<file path="src/rtl/syn_fifo_packer.sv">
// Packs PACK_RATIO consecutive entries from a synchronous FIFO into one wide
// word with lane strobes, holding it until the downstream side accepts it.
module syn_fifo_packer #(
    parameter int DATA_WIDTH = 8,
    parameter int PACK_RATIO = 4
) (
    input  logic                             clk_i,
    input  logic                             rst_i,
    input  logic                             fifo_empty_i,
    output logic                             fifo_rd_o,
    input  logic [DATA_WIDTH-1:0]            fifo_data_i,
    input  logic                             flush_i,
    output logic                             m_valid_o,
    input  logic                             m_ready_i,
    output logic [DATA_WIDTH*PACK_RATIO-1:0] m_data_o,
    output logic [PACK_RATIO-1:0]            m_strb_o,
    output logic                             m_last_o,
    output logic                             busy_o
);

    localparam int CW = $clog2(PACK_RATIO);
    localparam logic [CW:0] FULL      = (CW+1)'(PACK_RATIO);
    localparam logic [CW:0] LAST_LANE = (CW+1)'(PACK_RATIO - 1);

    typedef enum logic [1:0] {IDLE, FILL, HOLD} state_t;

    state_t                             state, state_nxt;
    logic [CW:0]                        cnt;
    logic [CW:0]                        cnt_sum;
    logic                               inflight;
    logic                               flush_pend;
    logic [DATA_WIDTH*PACK_RATIO-1:0]   data;
    logic [PACK_RATIO-1:0]              strb;
    logic                               last;
    logic                               rd;
    logic                               capture_last;
    logic                               flush_close;
    logic                               accept;

    // Shared decision terms used by both the FSM and the datapath
    always_comb begin
        cnt_sum      = cnt + {{CW{1'b0}}, inflight};
        rd           = !rst_i && !fifo_empty_i && (state != HOLD) && !flush_pend
                       && (cnt_sum < FULL);
        capture_last = (state != HOLD) && inflight && (cnt == LAST_LANE);
        flush_close  = (state != HOLD) && flush_pend && !inflight;
        accept       = (state == HOLD) && m_ready_i;
    end

    always_ff @(posedge clk_i or posedge rst_i) begin
        if (rst_i) state <= IDLE;
        else       state <= state_nxt;
    end

    always_comb begin
        state_nxt = state;
        case (state)
            IDLE: begin
                if (rd) state_nxt = FILL;
            end
            FILL: begin
                if (capture_last)     state_nxt = HOLD;
                else if (flush_close) state_nxt = (cnt != '0) ? HOLD : IDLE;
            end
            HOLD: begin
                if (m_ready_i) state_nxt = IDLE;
            end
            default: state_nxt = IDLE;
        endcase
    end

    always_comb begin
        fifo_rd_o = rd;
        m_valid_o = (state == HOLD);
        m_data_o  = data;
        m_strb_o  = strb;
        m_last_o  = last;
        busy_o    = !((state == IDLE) && (cnt == '0) && !inflight);
    end

    // A flush seen during the final capture is folded into that word, so
    // flush_pend is cleared there rather than producing a second empty flush.
    always_ff @(posedge clk_i or posedge rst_i) begin
        if (rst_i) begin
            cnt        <= '0;
            inflight   <= 1'b0;
            flush_pend <= 1'b0;
            data       <= '0;
            strb       <= '0;
            last       <= 1'b0;
        end else begin
            inflight <= rd;
            if (accept) begin
                cnt        <= '0;
                data       <= '0;
                strb       <= '0;
                last       <= 1'b0;
                flush_pend <= flush_pend | flush_i;
            end else if (state != HOLD) begin
                if (inflight) begin
                    for (int unsigned k = 0; k < PACK_RATIO; k++) begin
                        if (cnt == (CW+1)'(k))
                            data[k*DATA_WIDTH +: DATA_WIDTH] <= fifo_data_i;
                    end
                    cnt <= cnt + 1'b1;
                end
                if (capture_last) begin
                    strb       <= '1;
                    last       <= flush_pend | flush_i;
                    flush_pend <= 1'b0;
                end else if (flush_close) begin
                    for (int unsigned k = 0; k < PACK_RATIO; k++)
                        strb[k] <= ((CW+1)'(k) < cnt);
                    last       <= (cnt != '0);
                    flush_pend <= 1'b0;
                end else begin
                    flush_pend <= flush_pend | flush_i;
                end
            end else begin
                flush_pend <= flush_pend | flush_i;
            end
        end
    end

endmodule
</file>
<file path="config.mk">
export PLATFORM = sky130hd
export DESIGN_NAME = syn_fifo_packer
export DESIGN_NICKNAME = d
export VERILOG_FILES = /design/src/rtl/syn_fifo_packer.sv
export SDC_FILE = /design/constraint.sdc
export NUM_CORES = 1
export LEC_CHECK = 0
export BUFFER_PORTS_ARGS = -buffer_cell sky130_fd_sc_hd__buf_2
export CAP_MARGIN = 10
export CORE_ASPECT_RATIO = 1.75
export CORE_MARGIN = 3
export CORE_UTILIZATION = 56
export DETAILED_ROUTE_END_ITERATION = 10
export GPL_ROUTABILITY_DRIVEN = 0
export MAX_ROUTING_LAYER = met4
export PLACE_DENSITY = 0.81
export SLEW_MARGIN = 30
export SYNTH_ARGS = -nofsm -noshare
export SYNTH_HDL_FRONTEND = slang
export SYNTH_SLANG_ARGS = --single-unit
</file>
<file path="constraint.sdc">
create_clock -name clk_i -period 2.95 [get_ports clk_i]
set_clock_uncertainty 0.05 [all_clocks]
set_input_delay 0.4425 -clock clk_i [delete_from_list [all_inputs] [get_ports clk_i]]
set_output_delay 0.4425 -clock clk_i [all_outputs]
set_load 0.02 [all_outputs]
</file>
---- Word-level counts from Yosys, hierarchy flattened ----
Cells that the tools add are included.
cells by class
  add/subtract/negate cells ............... 2
  multipliers ............................. 0
  div/mod/pow operators ................... 0
  $lt $le $gt $ge ......................... 5
  eq/ne operators ......................... 9
  shift-type cells ........................ 0
  mux-type cells .......................... 28
  bitwise gates (word level) .............. 1
  reduce and logical (&&, ||, !) cells .... 33
operators with widths
  cell                   number
  $mux W32               3
  $mux W8                4
  $mux W4                4
  $reduce_and A3 Y1      5
  $reduce_bool A2 Y1     6
  $logic_and A1 B1 Y1    11
  $mux W2                5
  $mux W3                3
  $mux W1                8
  $eq A3 B2 Y1 const B   2
  $lt A1 B3 Y1 const A   2
  $lt A2 B3 Y1 const A   2
  $pmux W2 S3            1
  $reduce_bool A3 Y1     2
  $logic_not A1 Y1       5
  $ne A2 B2 Y1 const B   2
  $reduce_and A2 Y1      2
  $add A3 B1 Y3          1
  $add A3 B1 Y3 const B  1
  $eq A3 B1 Y1 const B   1
  $logic_not A3 Y1       1
  $lt A3 B3 Y1 const B   1
  $ne A3 B3 Y1 const B   1
  $eq A2 B1 Y1 const B   1
  other kinds (4)        4
word-level totals
  register bits after elaboration ......... 44
  latch bits .............................. 0
  RAM bits ................................ 0
  memory bits (read-only) ................. 0
  input port bits ......................... 13
  logic and storage cells ................. 88
  memories kept ........................... 0

---- Longest topological paths before layout ----
Gate-level depths: netlist of run 1.
  depth after elaboration ................. 7
  mapped depth ............................ 7
  depth with buffers taken out ............ 5

---- Least setup slack after synthesis of run 1 ----
OpenSTA, ideal clock, no wires.
  path kind ............................... register to output
  start ................................... reg cnt[0]
  end ..................................... out busy_o
  arrival ................................. 1.481 ns
  data required time ...................... 2.457 ns
  path slack .............................. 0.977 ns
  cell stages (with the launch flop) ...... 5
  path buffers ............................ 0
  path through ............................ dfrtp_1 > inv_1 > ha_1 > nand2_1 > or4_2
between the ends
  cells in the longest elaborated chain, start to end .. 4
RTL lines
  what                              line  text
  start: declaration                28    logic [CW:0] cnt;
  start signal: assignment          105   cnt <= cnt + 1'b1;
  $logic_not A3 Y1                  78    busy_o = !((state == IDLE) && (cnt == '0) && !inflight);
  $logic_and A1 B1 Y1 (2 in a row)  78
  $logic_not A1 Y1                  78
  end: declaration                  18    output logic busy_o
No other way between the ends.

---- Worst setup path in the final report of run 1 ----
Same ends and word-level chain as after synthesis.

==> impl_summary.txt, run 1 <==
----------------------------------------------------
[Final layout]
  Filler cells ... between 200 and 300
  Area used by multi-input combinational logic ... 812 um2
  Fin nets ... 230
  Antenna diodes ... 0
  Post-route design area ... 2370 um2
  Share of layout cells above drive strength 1 ... 42.8%
  Sequential cell area ... 1100 um2
  Layout overhead on the synthesized area ... 19.2%

[Setup path]
  Startpoint of the worst-slack reg-to-reg timing path ... state[0]$_DFFE_PP0P_
  Path depth of the worst reg2reg path ... 5
  Cell with the biggest individual delay on the critical path ... or4_2
  Capture instance of the worst register-to-register path ... m_data_o[23]$_DFFE_PP0P_
  Family with the most delay on the worst path ... simple AND/OR/NAND/NOR gates
  Crit start category ... flop
  Worst path buffer plus inverter count ... 2
  Max incr delay on CP ... 0.53 ns
  Worst R2R Setup Slack ... 0.86 ns
  Required time of the critical path ... 2.46 ns
  Critical path class ... reg -> out
  Crit path capture type ... output pin
  Critical-path maximum fanout ... 5
  List of cells traversed by the critical path ... inv_1 -> ha_1 -> nand2_1 -> or4_2 -> buf_2
  Data arrival time of the critical path ... 1.97 ns

[Timing]
  Worst slew pin tran ... 0.746 ns
  Final critical delay including setup and external delays ... ~2.5 ns
  Setup_tns ... 0 ns
  Final Hold Violating Endpoints ... 0
  Setup violations, final ... 0
  RSZ-0062 raised after global routing ... false
  Headroom to the max-slew limit ... 49.9%
  Max Freq ... 0.406 GHz
  Worst Setup Slack, final ... 0.487 ns
  Final Slew Violations ... 0
  Final period utilization ... 83.5%

[Global routing]
  GRT Total Usage ... roughly 23%
  Number of global-route vias before repair ... approximately 1500
  Total global routing overflow ... 0
  Antenna violations before repair ... 0
  Wire length of the first global-routing pass ... between 7000 and 8000 um
  Largest net degree at the start of global routing ... between 40 and 50

[Yosys]
  Asr flop ratio synth ... 100%
  Cell with the most instances after synthesis ... dfrtp_1
  Avg Inst Size Synth ... 12.5 um2
  Largest cells by area after synthesis ... dfrtp_1 55%, mux2_2 9.1%, mux2i_1 8.6%, and2_1 2.5%, nor2_2 2.5%
  Flops & latches, synth ... 44
  Total nets after synthesis ... 175
  Post-synthesis cell count ... 159
  Dominant cell type by area after synthesis ... dfrtp_1
  Top cell type's share of synthesized area ... a little under three fifths
  Number of synthesized flops with an enable pin ... 0
  Main synth FF type ... dfrtp_1
  Syn Std Cell Area ... 1990 um2
  Distinct cells, synth ... 38
  Most used standard cells in the synthesized netlist ... 44 x dfrtp_1, 17 x mux2i_1, 16 x mux2_2, 12 x nor2_1
  Number of warning messages in the yosys log ... 0
  Share of the yosys chip area belonging to registers ... 55.5%

[Hold path]
  Type of the worst min-delay path ... in -> async

[Pwr]
  Power Internal ... 865 uW
  Part of the total power dissipated in sequential elements ... 55.7%
  Peak VDD IR ... around 0.00044 V
  Sw Ratio ... 24.2%
  Share of power burned in combinational logic ... 11.9%
  Power spent charging and discharging nets ... 275 uW
  Clock network power share ... 32.4%
  Power density over cell area ... approximately 480 nW/um2
  Leakage power of the design ... 1.23 nW

[Clock network]
  Buffer count from post-CTS setup fixing ... 0
  Number of hold-repair buffers added at the cts stage ... 0
  Post-CTS sizing ... 0
  Level count of the clock H-tree ... 2
  Sink Count ... 44
  Clock latency reported for the late side of the worst-skew pair ... 0.28 ns
  Clock transition at the registers of the reported paths ... about 0.07 ns
  Max clock buf depth ... 2
  Clock tree from TritonCTS ... done
  Clock Tree Root ... clkbuf_8
  Clock buffer count from CTS ... 5

[Routing]
  Remaining routing DRC violations ... 0
  Average vias per placed instance ... 5.52
  Number of vias in the routed layout ... 1436
  Average wire per cell in the routed design ... between 15 and 20 um
  Residual antenna-violating net count after detailed routing ... 0
  Total wire length after detailed routing ... 4300 um
  First DRT Iteration DRCs ... 42
  DR pass1 iterations ... 4

[Placement]
  Placed Area ... 2280 um2
  Detailed placement HPWL ... 3270 um
  Setup WS pre-CTS ... ~0.8 ns
  Count of input and output buffers ... 52

[Floorplanning]
  Die Y-Extent ... 84.8 um
  Floorplan die area ... around 4300 um2
  Number of top-level pins ... 53
  Standard cell core area ... 3400 um2
  Die extent in x ... 51.0 um
  Placement Rows ... 28
  Initial core utilization ... 58.4%

[Flow run]
  Max-cap violations ... 0

[Outcome]
  Run status ... finished clean

----------------------------------------------------
final cells by class:
type / instances / share of cell area [%]
inverter: 5 / 1.00
timing repair buffer: 55 / 12.0
multi-input combinational: 103 / 34.3
sequential: 44 / 46.5
tap: 45 / 2.38
clock buffer: 8 / 3.81
metrics by stage:
stage	power, mW	cells	util, %	hold slack, ns
floorplan	0.731	159	-	0.401
global placement	0.781	252	67.0	0.430
detailed placement	0.786	252	67.0	0.446
CTS	1.16	260	69.6	0.262
global route	1.20	260	69.6	0.276
finish	1.14	260	69.6	0.244
registers in the layout, indices dropped and copies added, names as in the netlist:
signal	count
m_strb_o	4
inflight	1
state	2
flush_pend	1
cnt	3
m_last_o	1
m_data_o	32
metal layers:
metal	vias to the layer above	global-route usage (%)	wire length (um)
met2	48	38.4	2360
met4	0	10.3	155
met3	11	3.73	163
met5	-	-	0
li1	661	-	-
met1	716	26.7	1620
tightest hold or removal path, stage by stage:
cell	delay (ns)
buf_2	0.11
inv_1	0.04
buf_4	0.44
worst max path at each step:
stage / from / to / depth (start not counted)
2_1_floorplan: cnt[0]$_DFFE_PP0P_ / busy_o / 4
3_3_place_gp: cnt[0]$_DFFE_PP0P_ / busy_o / 5
3_5_place_dp: cnt[0]$_DFFE_PP0P_ / busy_o / 5
4_1_cts: cnt[0]$_DFFE_PP0P_ / busy_o / 5
5_1_grt: cnt[0]$_DFFE_PP0P_ / busy_o / 5
6_report: cnt[0]$_DFFE_PP0P_ / busy_o / 5
power groups by stage:
| stage | sequential [mW] | combinational [mW] | clock [mW] |
|---|---|---|---|
| after floorplan | 0.661 | 0.0691 | 0 |
| after global placement | 0.647 | 0.133 | 0 |
| after detailed placement | 0.648 | 0.138 | 0 |
| after CTS | 0.636 | 0.138 | 0.382 |
| after global routing | 0.639 | 0.148 | 0.409 |
| final | 0.635 | 0.136 | 0.369 |
layout by cell type, fill, tap and decap left out, types with 4 or more instances in the layout:
master and n:
mux2i_1 17, and2_1 8, mux2_2 16, clkbuf_8 6
nand2_1 7, nor2_1 12, nor2_2 8, inv_1 4
dfrtp_1 44, buf_2 52
cells by family after synthesis:
kind of cell / count (synthesis) / share of synthesized area, %
compound gates: 16 / 6.55
xor+xnor: 1 / 0.441
fa+ha+maj: 3 / 1.89
buf+inv: 12 / 3.65
flops: 44 / 55.5
mux: 33 / 17.6
simple gates: 50 / 14.4
No activity file was read; power rests on OpenSTA's default activity.
==> run 2: changes to the inputs <==
--- a/config.mk
+++ b/config.mk
@@ -5,15 +5,16 @@
 export SDC_FILE = /design/constraint.sdc
 export NUM_CORES = 1
 export LEC_CHECK = 0
+export ABC_AREA = 1
 export BUFFER_PORTS_ARGS = -buffer_cell sky130_fd_sc_hd__buf_2
 export CAP_MARGIN = 10
 export CORE_ASPECT_RATIO = 1.75
 export CORE_MARGIN = 3
-export CORE_UTILIZATION = 56
+export CORE_UTILIZATION = 52
 export DETAILED_ROUTE_END_ITERATION = 10
 export GPL_ROUTABILITY_DRIVEN = 0
 export MAX_ROUTING_LAYER = met4
-export PLACE_DENSITY = 0.81
+export PLACE_DENSITY = 0.76
 export SLEW_MARGIN = 30
 export SYNTH_ARGS = -nofsm -noshare
 export SYNTH_HDL_FRONTEND = slang
==> constraint.sdc (replaced) <==
create_clock -name clk_i -period 2.5 [get_ports clk_i]
set_clock_uncertainty 0.05 [all_clocks]
set_input_delay 0.375 -clock clk_i [delete_from_list [all_inputs] [get_ports clk_i]]
set_output_delay 0.375 -clock clk_i [all_outputs]
set_load 0.02 [all_outputs]
==> run 2 against run 1 <==
Against the previous run: worst hold slack got worse by 0.020 ns; setup slack better by 0.13 ns; largest power group is now combinational logic; non-clock buffer count is 2 lower; critical path type unchanged; critical endpoint is now fifo_rd_o.
==> impl_summary.txt, run 2 <==
----------------------------------------------------
[Outcome]
  Run status ... finished clean

[Yosys]
  Total nets after synthesis ... 230
  Most used standard cells in the synthesized netlist ... 44 x dfrtp_1, 39 x nand2_1, 22 x inv_1, 19 x nand3_1, 18 x o21ai_2
  Cell with the most instances after synthesis ... dfrtp_1
  Number of warning messages in the yosys log ... 0
  Flops & latches, synth ... 44
  Adder-cell share of the synthesized area ... 1.81%
  Asr flop ratio synth ... 100%
  Top cell type's share of synthesized area ... 53.1%
  Main synth FF type ... dfrtp_1
  Avg Inst Size Synth ... just under 10 um2
  Main combinational cell family by area after synthesis ... simple AND/OR/NAND/NOR gates
  Share of the yosys chip area belonging to registers ... 53.1%
  Syn Std Cell Area ... 2070 um2
  Post-synthesis share of cell area spent on xor and xnor gates ... 0.422%
  Fraction of the mapped netlist area in simple logic gates ... 22.3%
  Post-synthesis cell count ... about 210
  Proportion of synthesized area in mux cells ... 0%
  Post-synthesis compound-gate area fraction ... between 10% and 20%
  Largest cells by area after synthesis ... dfrtp_1 53%, o21ai_2 7.6%, nand2_1 7.1%, nand2_4 5.4%, nand3_1 4.6%
  Number of synthesized flops with an enable pin ... 0
  Distinct cells, synth ... 22
  Dominant cell type by area after synthesis ... dfrtp_1

[Timing]
  RSZ-0062 raised after global routing ... false
  Max Freq ... approximately 0.53 GHz
  Final critical delay including setup and external delays ... 1.89 ns
  Setup_tns ... 0 ns
  Final Hold Violating Endpoints ... 0
  Worst slew pin tran ... 0.640 ns
  Final Slew Violations ... 0
  Headroom to the max-slew limit ... 57.3%
  Worst Setup Slack, final ... roughly 0.61 ns
  Final period utilization ... 75.5%
  Setup violations, final ... 0
  Worst-case hold slack ... ~0.22 ns

[Setup path]
  Critical path class ... reg -> out
  Crit start category ... flop
  Data arrival time of the critical path ... 1.46 ns
  Required time of the critical path ... 2.08 ns
  Crit path capture type ... output pin
  Critical-path maximum fanout ... 7

[Floorplanning]
  Standard cell core area ... between 3000 and 4000 um2
  Die extent in x ... about 54 um
  Number of top-level pins ... 53
  Placement Rows ... 29
  Floorplan die area ... 4810 um2
  Die Y-Extent ... 89.6 um
  Initial core utilization ... a little under three fifths

[Hold path]
  Type of the worst min-delay path ... in -> async

[Clock network]
  Clock latency reported for the late side of the worst-skew pair ... 0.28 ns
  Clock transition at the registers of the reported paths ... around 0.08 ns
  Clock buffer count from CTS ... 5
  Number of hold-repair buffers added at the cts stage ... 0
  Level count of the clock H-tree ... 2
  Post-CTS sizing ... 0
  Clock tree from TritonCTS ... done
  Max clock buf depth ... 2
  Sink Count ... 44
  Buffer count from post-CTS setup fixing ... 0
  Clock Tree Root ... clkbuf_8

[Final layout]
  Share of layout cells above drive strength 1 ... 38.3%
  Number of standard cells in the layout, taps in and fillers out ... 315
  Flip-flop count of the largest register, all copies and words added ... 32
  Commonest cells after routing, fill and taps aside ... 52 x buf_2, 44 x dfrtp_1, 39 x nand2_1
  Fin util ... 65.6%
  Layout overhead on the synthesized area ... 18.2%
  Antenna diodes ... 0
  Fin nets ... around 280
  Most common cell after layout, fill and taps aside ... buf_2

[Routing]
  Total wire length after detailed routing ... 4450 um
  Average wire per cell in the routed design ... 14.1 um
  First DRT Iteration DRCs ... 42
  Remaining routing DRC violations ... 0
  DR pass1 iterations ... 4
  Number of vias in the routed layout ... 1622
  Average vias per placed instance ... roughly 5
  Residual antenna-violating net count after detailed routing ... 0

[Pwr]
  Leakage power of the design ... 1.34 nW
  Peak VDD IR ... slightly above 0.0008 V
  Power density over cell area ... 1360 nW/um2

[Global routing]
  GRT Total Usage ... 21.3%
  Total global routing overflow ... 0
  Antenna violations before repair ... 0
  Number of global-route vias before repair ... 1529
  Largest net degree at the start of global routing ... 45
  Wire length of the first global-routing pass ... between 7000 and 8000 um

[Placement]
  Setup WS pre-CTS ... 0.873 ns
  Instance count after placement with tap cells included ... 307
  Count of input and output buffers ... 52
  Detailed placement HPWL ... 3270 um

[Flow run]
  Max-cap violations ... 0

----------------------------------------------------
## run 2: final timing paths
kind	from	to	slack [ns]	cells after the start
setup / recovery	cnt[2]$_DFFE_PP0P_	fifo_rd_o	0.61	5
hold / removal	rst_i	m_data_o[23]$_DFFE_PP0P_	0.22	3
setup reg to reg	state[1]$_DFFE_PP0P_	m_data_o[15]$_DFFE_PP0P_	0.85	7
hold reg to reg	m_data_o[20]$_DFFE_PP0P_	m_data_o[20]$_DFFE_PP0P_	0.43	2
max in group asynchronous	rst_i	m_data_o[27]$_DFFE_PP0P_	1.80	3
min in group clk_i	flush_i	flush_pend$_DFF_PP0_	0.29	3
## run 2: routing by layer
metal,vias up,routed length [um],track usage [%]
met5,-,0,-
met4,0,121,11.4
met3,10,227,4.01
met2,53,2310,34.4
met1,762,1790,24.2
li1,797,-,-
## run 2: cell type report
| cell class | count | area [um2] |
|---|---|---|
| Timing Repair Buffer | 53 | 268 |
| Multi-Input combinational cell | 137 | 817 |
| Clock inverter | 2 | 35.0 |
| Tap cell | 46 | 57.6 |
| Inverter | 27 | 101 |
| Sequential cell | 44 | 1100 |
| Clock buffer | 6 | 72.6 |
| Fill cell | 339 | 1280 |
## run 2: report_power, final
group / internal (mW) / switching, mW / total [mW] / leakage [nW]
clock network: 0.297 / 0.232 / 0.529 / 0.0552
registers: 1.03 / 0.211 / 1.25 / 0.550
logic: 0.526 / 1.04 / 1.56 / 0.731
total: 1.86 / 1.48 / 3.34 / 1.34
## run 2: logic make-up (layout without fill, tap and decap cells)
| group | Yosys count | after routing |
|---|---|---|
| xor+xnor | 1 | 1 |
| flops | 44 | 44 |
| buf+inv | 33 | 88 |
| simple gates | 90 | 90 |
| compound gates | 43 | 43 |
| fa+ha+maj | 3 | 3 |
## run 2: through the flow
step	power (mW)	cell area, um2
2_1_floorplan	2.36	2070
3_3_place_gp	2.79	2340
3_5_place_dp	2.83	2340
4_1_cts	3.37	2450
5_1_grt	3.59	2450
6_report	3.34	2450
## run 2: worst max-delay path, cell delays in order, from the launching register on
cell	delay, ns
dfrtp_1	0.46
inv_1	0.17
nand4_1	0.10
nand2_1	0.07
nor2_1	0.17
buf_2	0.20
==> run 3: changes to the inputs <==
==> constraint.sdc (replaced) <==
create_clock -name clk_i -period 1.8 [get_ports clk_i]
set_clock_uncertainty 0.05 [all_clocks]
set_input_delay 0.27 -clock clk_i [delete_from_list [all_inputs] [get_ports clk_i]]
set_output_delay 0.27 -clock clk_i [all_outputs]
set_load 0.02 [all_outputs]
==> run 3 against run 2 <==
Against the previous run: combinational power increased by 40%; die area unchanged; routed wire length decreased by 0.76%; power increased by 39%; sequential share of layout area decreased by 0.44 points; clock-buffer cell count unchanged; sequential power increased by 38%; utilization increased by 0.87 points; register-to-register slack got worse by 0.58 ns; first-iteration DRC count increased by 7.1%; critical path type unchanged; largest power group unchanged.
==> impl_summary.txt, run 3 (synthesized netlist as in run 2, its figures left out) <==
----------------------------------------------------
[Outcome]
  Run status ... finished clean

[Hold path]
  Type of the worst min-delay path ... in -> async

[Routing]
  Residual antenna-violating net count after detailed routing ... 0
  First DRT Iteration DRCs ... between 40 and 50
  DR pass1 iterations ... 4
  Average wire per cell in the routed design ... 13.9 um
  Average vias per placed instance ... 5.14
  Remaining routing DRC violations ... 0
  Number of vias in the routed layout ... 1633
  Total wire length after detailed routing ... 4420 um

[Placement]
  Count of input and output buffers ... 52
  Setup WS pre-CTS ... 0.276 ns
  Detailed placement HPWL ... ~3300 um

[Pwr]
  Power density over cell area ... 1870 nW/um2
  Leakage power of the design ... 1.34 nW
  Peak VDD IR ... about 0.00099 V

[Setup path]
  Required time of the critical path ... 1.48 ns
  List of cells traversed by the critical path ... inv_1 -> nand4_1 -> nand2_1 -> nor2_2 -> buf_2
  Data arrival time of the critical path ... ~1.4 ns
  Critical path class ... reg -> out
  Cell with the biggest individual delay on the critical path ... dfrtp_2
  Worst path buffer plus inverter count ... 2
  Crit start category ... flop
  Crit path capture type ... output pin
  Family with the most delay on the worst path ... flip-flops
  Max incr delay on CP ... between 0.4 and 0.5 ns
  Critical-path maximum fanout ... 7

[Global routing]
  GR Layer Usage met3 ... under 10%
  Total global routing overflow ... 0
  Largest net degree at the start of global routing ... 45
  Wire length of the first global-routing pass ... 7240 um
  Number of global-route vias before repair ... between 1000 and 1500
  Antenna violations before repair ... 0
  Global-route layer with the greatest usage ... met2
  GRT Total Usage ... 21.5%
  GRT met1 Usage ... 25.5%
  GR Util met2 ... 34.8%

[Timing]
  Worst-case hold slack ... 0.133 ns
  Final period utilization ... 92.9%
  Final Hold Violating Endpoints ... 0
  Final critical delay including setup and external delays ... 1.67 ns
  Setup violations, final ... 0
  Worst slew pin tran ... around 0.54 ns
  RSZ-0062 raised after global routing ... false
  Setup_tns ... 0 ns
  Worst Setup Slack, final ... about 0.13 ns
  Final Slew Violations ... 0
  Max Freq ... 0.598 GHz
  Headroom to the max-slew limit ... 63.7%

[Clock network]
  Clock buffer count from CTS ... 5
  Clock tree from TritonCTS ... done
  Level count of the clock H-tree ... 2
  Clock Tree Root ... clkbuf_8
  Max clock buf depth ... 2
  Clock latency reported for the late side of the worst-skew pair ... between 0.2 and 0.3 ns
  Buffer count from post-CTS setup fixing ... 0
  Number of hold-repair buffers added at the cts stage ... 0
  Clock transition at the registers of the reported paths ... about 0.080 ns
  Sink Count ... 44

[Floorplanning]
  Standard cell core area ... 3740 um2
  Number of top-level pins ... 53
  Die Y-Extent ... approximately 90 um
  Initial core utilization ... 55.5%
  Placement Rows ... 29
  Floorplan die area ... 4810 um2
  Die extent in x ... 53.7 um

[Flow run]
  Max-cap violations ... 0

[Final layout]
  Layout overhead on the synthesized area ... 19.8%
  Filler cells ... between 300 and 400
  Fin nets ... ~290
  Most common cell after layout, fill and taps aside ... buf_2
  Commonest cells after routing, fill and taps aside ... 52 x buf_2, 41 x dfrtp_1, 39 x nand2_1
  Antenna diodes ... 0
  Share of layout cells above drive strength 1 ... 40.8%
  Flip-flop count of the largest register, all copies and words added ... 32

----------------------------------------------------
## run 3: cell types whose count changed in the layout (fill, tap and decap cells not counted), sizes merged
cell      previous run  this run
clkinvlp             0         1
buf                 53        56
inv                 27        26
## run 3: routing by layer
metal  up-vias  wire length [um]
met2        58              2300
met3        11               282
met1       756              1720
li1        808                 -
met4         0               119
met5         -                 0
## run 3: power breakdown
part	internal (mW)	leakage [nW]	switching, mW	total [mW]
clock	0.412	0.0552	0.312	0.723
sequential	1.44	0.547	0.289	1.73
combinational	0.746	0.739	1.44	2.19
## run 3: final cells by class
class | instances | area (um2) | share of cell area [%]
clock buffers | 6 | 72.6 | 2.92
clock inverters | 2 | 35.0 | 1.41
inverters | 27 | 105 | 4.23
multi-input cells | 137 | 820 | 33.0
flip-flops and latches | 44 | 1100 | 44.5
well taps | 46 | 57.6 | 2.32
repair buffers | 56 | 290 | 11.7
## run 3: through the flow
stage / power, mW / util [%] / cells / instance area [um2]
CTS: 4.68 / 66.4 / 318 / 2480
global placement: 3.91 / 63.4 / 310 / 2370
global route: 4.98 / 66.5 / 318 / 2480
detailed placement: 3.94 / 63.4 / 310 / 2370
floorplan: 3.28 / - / 214 / 2080
finish: 4.64 / 66.5 / 318 / 2480
## run 3: timing repair
action / in CTS / in global routing
gates resized for setup: 1 / 3
pin swaps: 0 / 0
endpoints found under the setup margin: 1 / 1
## run 3: worst paths after layout
| kind | start | endpoint | slack (ns) | cells after the start |
|---|---|---|---|---|
| worst max register to register | state[1]$_DFFE_PP0P_ | m_data_o[0]$_DFFE_PP0P_ | 0.27 | 7 |
| worst min register to register | m_data_o[23]$_DFFE_PP0P_ | m_data_o[23]$_DFFE_PP0P_ | 0.43 | 2 |
| max in group asynchronous | rst_i | cnt[1]$_DFFE_PP0P_ | 1.18 | 3 |
| worst min-delay path | rst_i | m_data_o[21]$_DFFE_PP0P_ | 0.13 | 3 |
| worst max-delay path | cnt[2]$_DFFE_PP0P_ | fifo_rd_o | 0.13 | 5 |
| min in group clk_i | flush_i | flush_pend$_DFF_PP0_ | 0.18 | 3 |
## run 3: tightest hold or removal path, stage by stage
cell and delay (ns):
buf_2 0.12, clkinvlp_4 0.08, buf_4 0.46
